$ cat src/rtl/double_pkg.sv
// Shared IEEE-754 binary64 field layout, special-value constants and checker
// state encoding for the double comparator checkers.
package double_pkg;

    localparam int SIGN_BIT = 63;
    localparam int EXP_MSB  = 62;
    localparam int EXP_LSB  = 52;
    localparam int MAN_MSB  = 51;
    localparam int MAN_LSB  = 0;

    localparam logic [10:0] EXP_ALL_ONES = 11'h7FF;

    localparam logic [63:0] POS_ZERO = 64'h0000_0000_0000_0000;
    localparam logic [63:0] NEG_ZERO = 64'h8000_0000_0000_0000;
    localparam logic [63:0] POS_INF  = 64'h7FF0_0000_0000_0000;
    localparam logic [63:0] QNAN     = 64'h7FF8_0000_0000_0000;

    typedef enum logic [1:0] {
        IDLE   = 2'd0,
        RUN    = 2'd1,
        FAILED = 2'd2
    } state_e;

    function automatic logic is_nan(input logic [63:0] v);
        return (v[EXP_MSB:EXP_LSB] == EXP_ALL_ONES) && (v[MAN_MSB:MAN_LSB] != '0);
    endfunction

endpackage

$ cat src/rtl/double_ne_ref.sv
// Combinational IEEE-754 binary64 not-equal reference: NaN is unequal to
// everything, +0 and -0 compare equal, otherwise bit patterns decide.
module double_ne_ref
    import double_pkg::*;
(
    input  logic [63:0] a,
    input  logic [63:0] b,
    output logic        z
);

    always_comb begin
        z = 1'b0;
        if (is_nan(a) || is_nan(b)) begin
            z = 1'b1;
        end else if ((a[SIGN_BIT-1:0] == '0) && (b[SIGN_BIT-1:0] == '0)) begin
            z = 1'b0;
        end else begin
            z = (a != b);
        end
    end

endmodule

$ cat config.mk
export PLATFORM = sky130hd
export DESIGN_NAME = double_ne_ref
export DESIGN_NICKNAME = d
export VERILOG_FILES = /design/src/rtl/double_pkg.sv /design/src/rtl/double_ne_ref.sv
export SDC_FILE = /design/constraint.sdc
export NUM_CORES = 1
export LEC_CHECK = 0
export CORE_AREA = 2 2 63 65
export DETAILED_ROUTE_END_ITERATION = 7
export DIE_AREA = 0 0 65 67
export PLACE_DENSITY_LB_ADDON = 0.3
export SLEW_MARGIN = 5
export SYNTH_ARGS = -nofsm -noshare
export SYNTH_HDL_FRONTEND = slang
export SYNTH_SLANG_ARGS = --single-unit
$ cat constraint.sdc
create_clock -name vclk -period 5.45
set_input_delay 1.09 -clock vclk [all_inputs]
set_output_delay 1.09 -clock vclk [all_outputs]
set_load 0.02 [all_outputs]
==> results.py, run 1 <==
metrics = {
    "global_route": {
        "grt-ovfl-total": 0,
        "grt_pass1_wl_um": 8190,
        "antenna_found_initial": 0,
        "grt_pass1_vias": 1722,
        "grt_max_degree": 4,
        "grtUsageTotal": 0.2472,
    },
    "sta": {
        "finalCritPeriodShare": 0.8651,
        "max_clock_freq_ghz": 0.2121,
        "setup_viol": 0,
        "final-max-slew-violation-count": 0,
        "fin_crit_ns": 4.715,
        "tightestPinTransition_ns": 0.7198,
        "whs_ns": 3.624,
        "tns_ns": 0,
        "slew_headroom": 0.5157,
        "setup_ws_ns": 0.7351,
        "rsz0062_at_grt": "false",
        "report.final.hold_viol_count": 0,
    },
    "cells_and_area": {
        "layout_common_cells": "129 x clkdlybuf4s50_1, 41 x nor4_1, 32 x xnor2_1, 32 x xor2_1, 16 x nand4_1",
        "seq_area_um2": 0,
        "clkbuf_count": 0,
        "final_net_count": 394,
        "insertedDiodeCount": 0,
        "final_layout_size_suffix_gt1_frac": 0.007576,
        "final_util": 0.6568,
        "final_common_cell": "clkdlybuf4s50_1",
        "nFillCells": 320,
        "seq_cells": 0,
        "area_growth_pct": 132.8,
    },
    "critical_path": {
        "worst_ep_required_time_ns": 4.36,
        "arrival_ns": 3.62,
        "cpMostUsedCell": "clkdlybuf4s50_1",
        "worstPathCellList": "clkdlybuf4s50_1 -> nor4_1 -> nand4_1 -> or4_1 -> a211oi_1 -> a31oi_1 -> clkdlybuf4s50_1",
        "crit_path_top_delay_cell": "or4_1",
        "critPathMaxFanout": 2,
        "setup.worst_path.start_class": "primary input",
        "setup.worst_path.class": "primary input to primary output",
        "crit_path_end_kind": "primary output",
        "crit_family": "simple AND/OR/NAND/NOR gates",
        "cp_slowest_stage_delay_ns": 0.58,
        "cp_num_buf_inv": 2,
    },
    "detailed_routing": {
        "post_drt_wl_per_cell_um": 17.61,
        "drt_iter0_markers": 73,
        "drc": 0,
        "viasPerCell": 5.263,
        "ant_nets": 0,
        "first_pass_iters": 4,
        "routed_wl_um": 5495,
        "vias": 1642,
    },
    "clock_network": {
        "cts_setup_buffers": 0,
        "cts_hold_buffers": 0,
        "cts_resized": 0,
    },
    "placed_design": {
        "dp_hpwl_um": 5115,
        "port_buffers": 129,
        "place_congestion": 0.9290,
        "pre_cts_slack_ns": 0.7774,
    },
    "floorplanning": {
        "die_area_um2": 4355,
        "chipWidth_um": 65,
        "pin_count": 129,
        "initial_core_util": 0.2821,
        "die_h_um": 67,
        "core_area_um2": 3606,
        "rows": 22,
    },
    "logic_synthesis": {
        "synth.avg_cell_area_um2": 7.535,
        "synth_cell_types": 15,
        "ys_warn_count": 0,
        "syn_inst": 135,
        "syn-cell-area_um2": 1017,
        "ys_seq_area_frac": 0,
        "synth.net_count": 263,
    },
    "worst_hold_path": {
        "hold_path_class": "primary input to primary output",
        "whs_endpoint": "z",
        "min_from": "b[63]",
        "min_delay_path_depth": 6,
    },
    "power_and_ir_drop": {
        "total_power_mw": 0.1724,
        "power.density_nw_per_um2": 72.80,
        "leakage_nw": 0.7527,
        "irDropWorstVdd_v": 0.00003611,
    },
    "flow_run": {
        "cap_violations": 0,
    },
    "outcome": {
        "status": "finished clean",
    },
}
[synth_stat cells (all sizes together)]
cell	n	area, µm²
a211oi	1	7.510
nor4	42	269.0
and4	1	8.760
nand4	17	121.4
nor3	1	5.000
xnor2	32	280.3
or4	1	7.510
xor2	32	280.3
nand2	3	11.26
nor2	1	3.750
nand3	2	10.01
a31oi	1	6.260
or3	1	6.260
[cell type report]
cell class / count / area, µm² / area share
tap: 48 / 60.06 / 0.02536
timing repair buffer: 129 / 1291 / 0.5452
multi-input combinational: 135 / 1017 / 0.4295
[power by group]
part / internal (mW) / switching (mW)
logic: 0.111 / 0.0612
registers: 0 / 0
clock network: 0 / 0
[worst max-delay path by stage]
stage          startpoint  to  slack (ns)  depth (start not counted)
2_1_floorplan        a[0]   z        1.96                          5
3_3_place_gp         a[8]   z        0.83                          7
3_5_place_dp         a[8]   z        0.78                          7
4_1_cts              a[8]   z        0.77                          7
5_1_grt              a[7]   z        0.70                          7
6_report             a[7]   z        0.74                          7
[metrics by stage]
step / cell area, µm² / instances
final: 2369 / 312
after global routing: 2369 / 312
after CTS: 2369 / 312
after detailed placement: 2369 / 312
after global placement: 2369 / 312
after floorplan: 1017 / 135
[kinds of logic after synthesis]
family and synth area share:
AO/OA/AOI/OAI 0.01354, XOR/XNOR 0.5510, AND/OR/NAND/NOR 0.4354
[layer usage]
| metal | track usage | vias up | part of all wire |
|---|---|---|---|
| li1 | - | 807 | - |
| met1 | 0.2880 | 731 | 0.38 |
| met2 | 0.4794 | 98 | 0.49 |
| met3 | 0.03547 | 6 | 0.11 |
| met4 | 0.03989 | 0 | 0.017 |
| met5 | 0 | - | 0 |
(Power assumes the default switching activity.)
==> run 2: changes to the inputs <==
GPL_TIMING_DRIVEN = 0   (was not set)
MAX_ROUTING_LAYER = met4   (was not set)
==> results.py, run 2 (same netlist as run 1, synthesis figures left out) <==
metrics = {
    "outcome": {
        "status": "finished clean",
    },
    "critical_path": {
        "setup.worst_path.class": "primary input to primary output",
        "critPathMaxFanout": 2,
        "arrival_ns": 3.68,
        "crit_path_end_kind": "primary output",
        "setup.worst_path.start_class": "primary input",
        "worst_ep_required_time_ns": 4.36,
    },
    "clock_network": {
        "cts_resized": 0,
        "cts_setup_buffers": 0,
        "cts_hold_buffers": 0,
    },
    "floorplanning": {
        "chipWidth_um": 65,
        "initial_core_util": 0.2821,
        "rows": 22,
        "core_area_um2": 3606,
        "die_h_um": 67,
        "die_area_um2": 4355,
        "pin_count": 129,
    },
    "detailed_routing": {
        "ant_nets": 0,
        "viasPerCell": 5.260,
        "post_drt_wl_per_cell_um": 16.93,
        "drc": 0,
        "routed_wl_um": 5281,
        "first_pass_iters": 4,
        "vias": 1641,
        "drt_iter0_markers": 48,
    },
    "cells_and_area": {
        "seq_area_um2": 0,
        "area_growth_pct": 132.8,
        "layout_common_cells": "129 x clkdlybuf4s50_1, 41 x nor4_1, 32 x xnor2_1, 32 x xor2_1, 16 x nand4_1",
        "insertedDiodeCount": 0,
        "final_layout_size_suffix_gt1_frac": 0.007576,
        "seq_cells": 0,
        "final_common_cell": "clkdlybuf4s50_1",
        "final_net_count": 394,
        "clkbuf_count": 0,
        "nFillCells": 338,
    },
    "power_and_ir_drop": {
        "irDropWorstVdd_v": 0.00003759,
        "leakage_nw": 0.7527,
        "power.density_nw_per_um2": 72.53,
    },
    "global_route": {
        "grt_pass1_vias": 1639,
        "grt-ovfl-total": 0,
        "grt_pass1_wl_um": 7845,
        "antenna_found_initial": 0,
        "grt_max_degree": 4,
        "grtUsageTotal": 0.2420,
    },
    "sta": {
        "rsz0062_at_grt": "false",
        "whs_ns": 3.626,
        "report.final.hold_viol_count": 0,
        "slew_headroom": 0.5985,
        "tightestPinTransition_ns": 0.5967,
        "setup_viol": 0,
        "fin_crit_ns": 4.774,
        "max_clock_freq_ghz": 0.2095,
        "finalCritPeriodShare": 0.8760,
        "final-max-slew-violation-count": 0,
        "tns_ns": 0,
    },
    "worst_hold_path": {
        "whs_endpoint": "z",
        "min_delay_path_depth": 6,
        "min_from": "a[63]",
        "hold_path_class": "primary input to primary output",
    },
    "placed_design": {
        "place_congestion": 0.9288,
        "port_buffers": 129,
        "dp_hpwl_um": 4921,
    },
    "flow_run": {
        "cap_violations": 0,
    },
}
[run 2: critical path, cell delays in order]
cell and delay, ns:
clkdlybuf4s50_1 0.45, nor4_1 0.43, nand4_1 0.15, or4_1 0.57, nor4_1 0.35, a31oi_1 0.07, clkdlybuf4s50_1 0.58
[run 2: area by class of cell]
| cell class | count | area [µm²] | area share |
|---|---|---|---|
| Tap cell | 48 | 60.06 | 0.02536 |
| Multi-Input combinational cell | 135 | 1017 | 0.4295 |
| Timing Repair Buffer | 129 | 1291 | 0.5452 |
[run 2: how the worst max path moves through the flow]
stage	from	endpoint	slack [ns]
2_1_floorplan	a[0]	z	1.96
3_3_place_gp	a[21]	z	0.81
3_5_place_dp	a[21]	z	0.77
4_1_cts	a[21]	z	0.76
5_1_grt	a[21]	z	0.66
6_report	a[21]	z	0.68
[run 2: routing by layer]
| layer | track usage | vias up | share of wire |
|---|---|---|---|
| li1 | - | 805 | - |
| met2 | 0.4626 | 102 | 0.50 |
| met1 | 0.2690 | 728 | 0.39 |
| met3 | 0.04561 | 6 | 0.11 |
| met5 | - | - | 0 |
| met4 | 0.02394 | 0 | 0.0098 |
[run 2: power breakdown]
part	internal (mW)	switching [mW]	total [mW]
registers	0	0	0
logic	0.111	0.0606	0.172
clock network	0	0	0
total	0.111	0.0606	0.172
[run 2: per-stage QoR]
stage	area, µm²	util	cells	setup slack, ns	power, mW
final	2369	0.6568	312	0.6756	0.1718
after global routing	2369	0.6568	312	0.6587	0.1820
after CTS	2369	0.6568	312	0.7577	0.1722
after detailed placement	2369	0.6568	312	0.7745	0.1711
after global placement	2369	0.6568	312	0.8061	0.1701
after floorplan	1017	-	135	1.962	0.04441
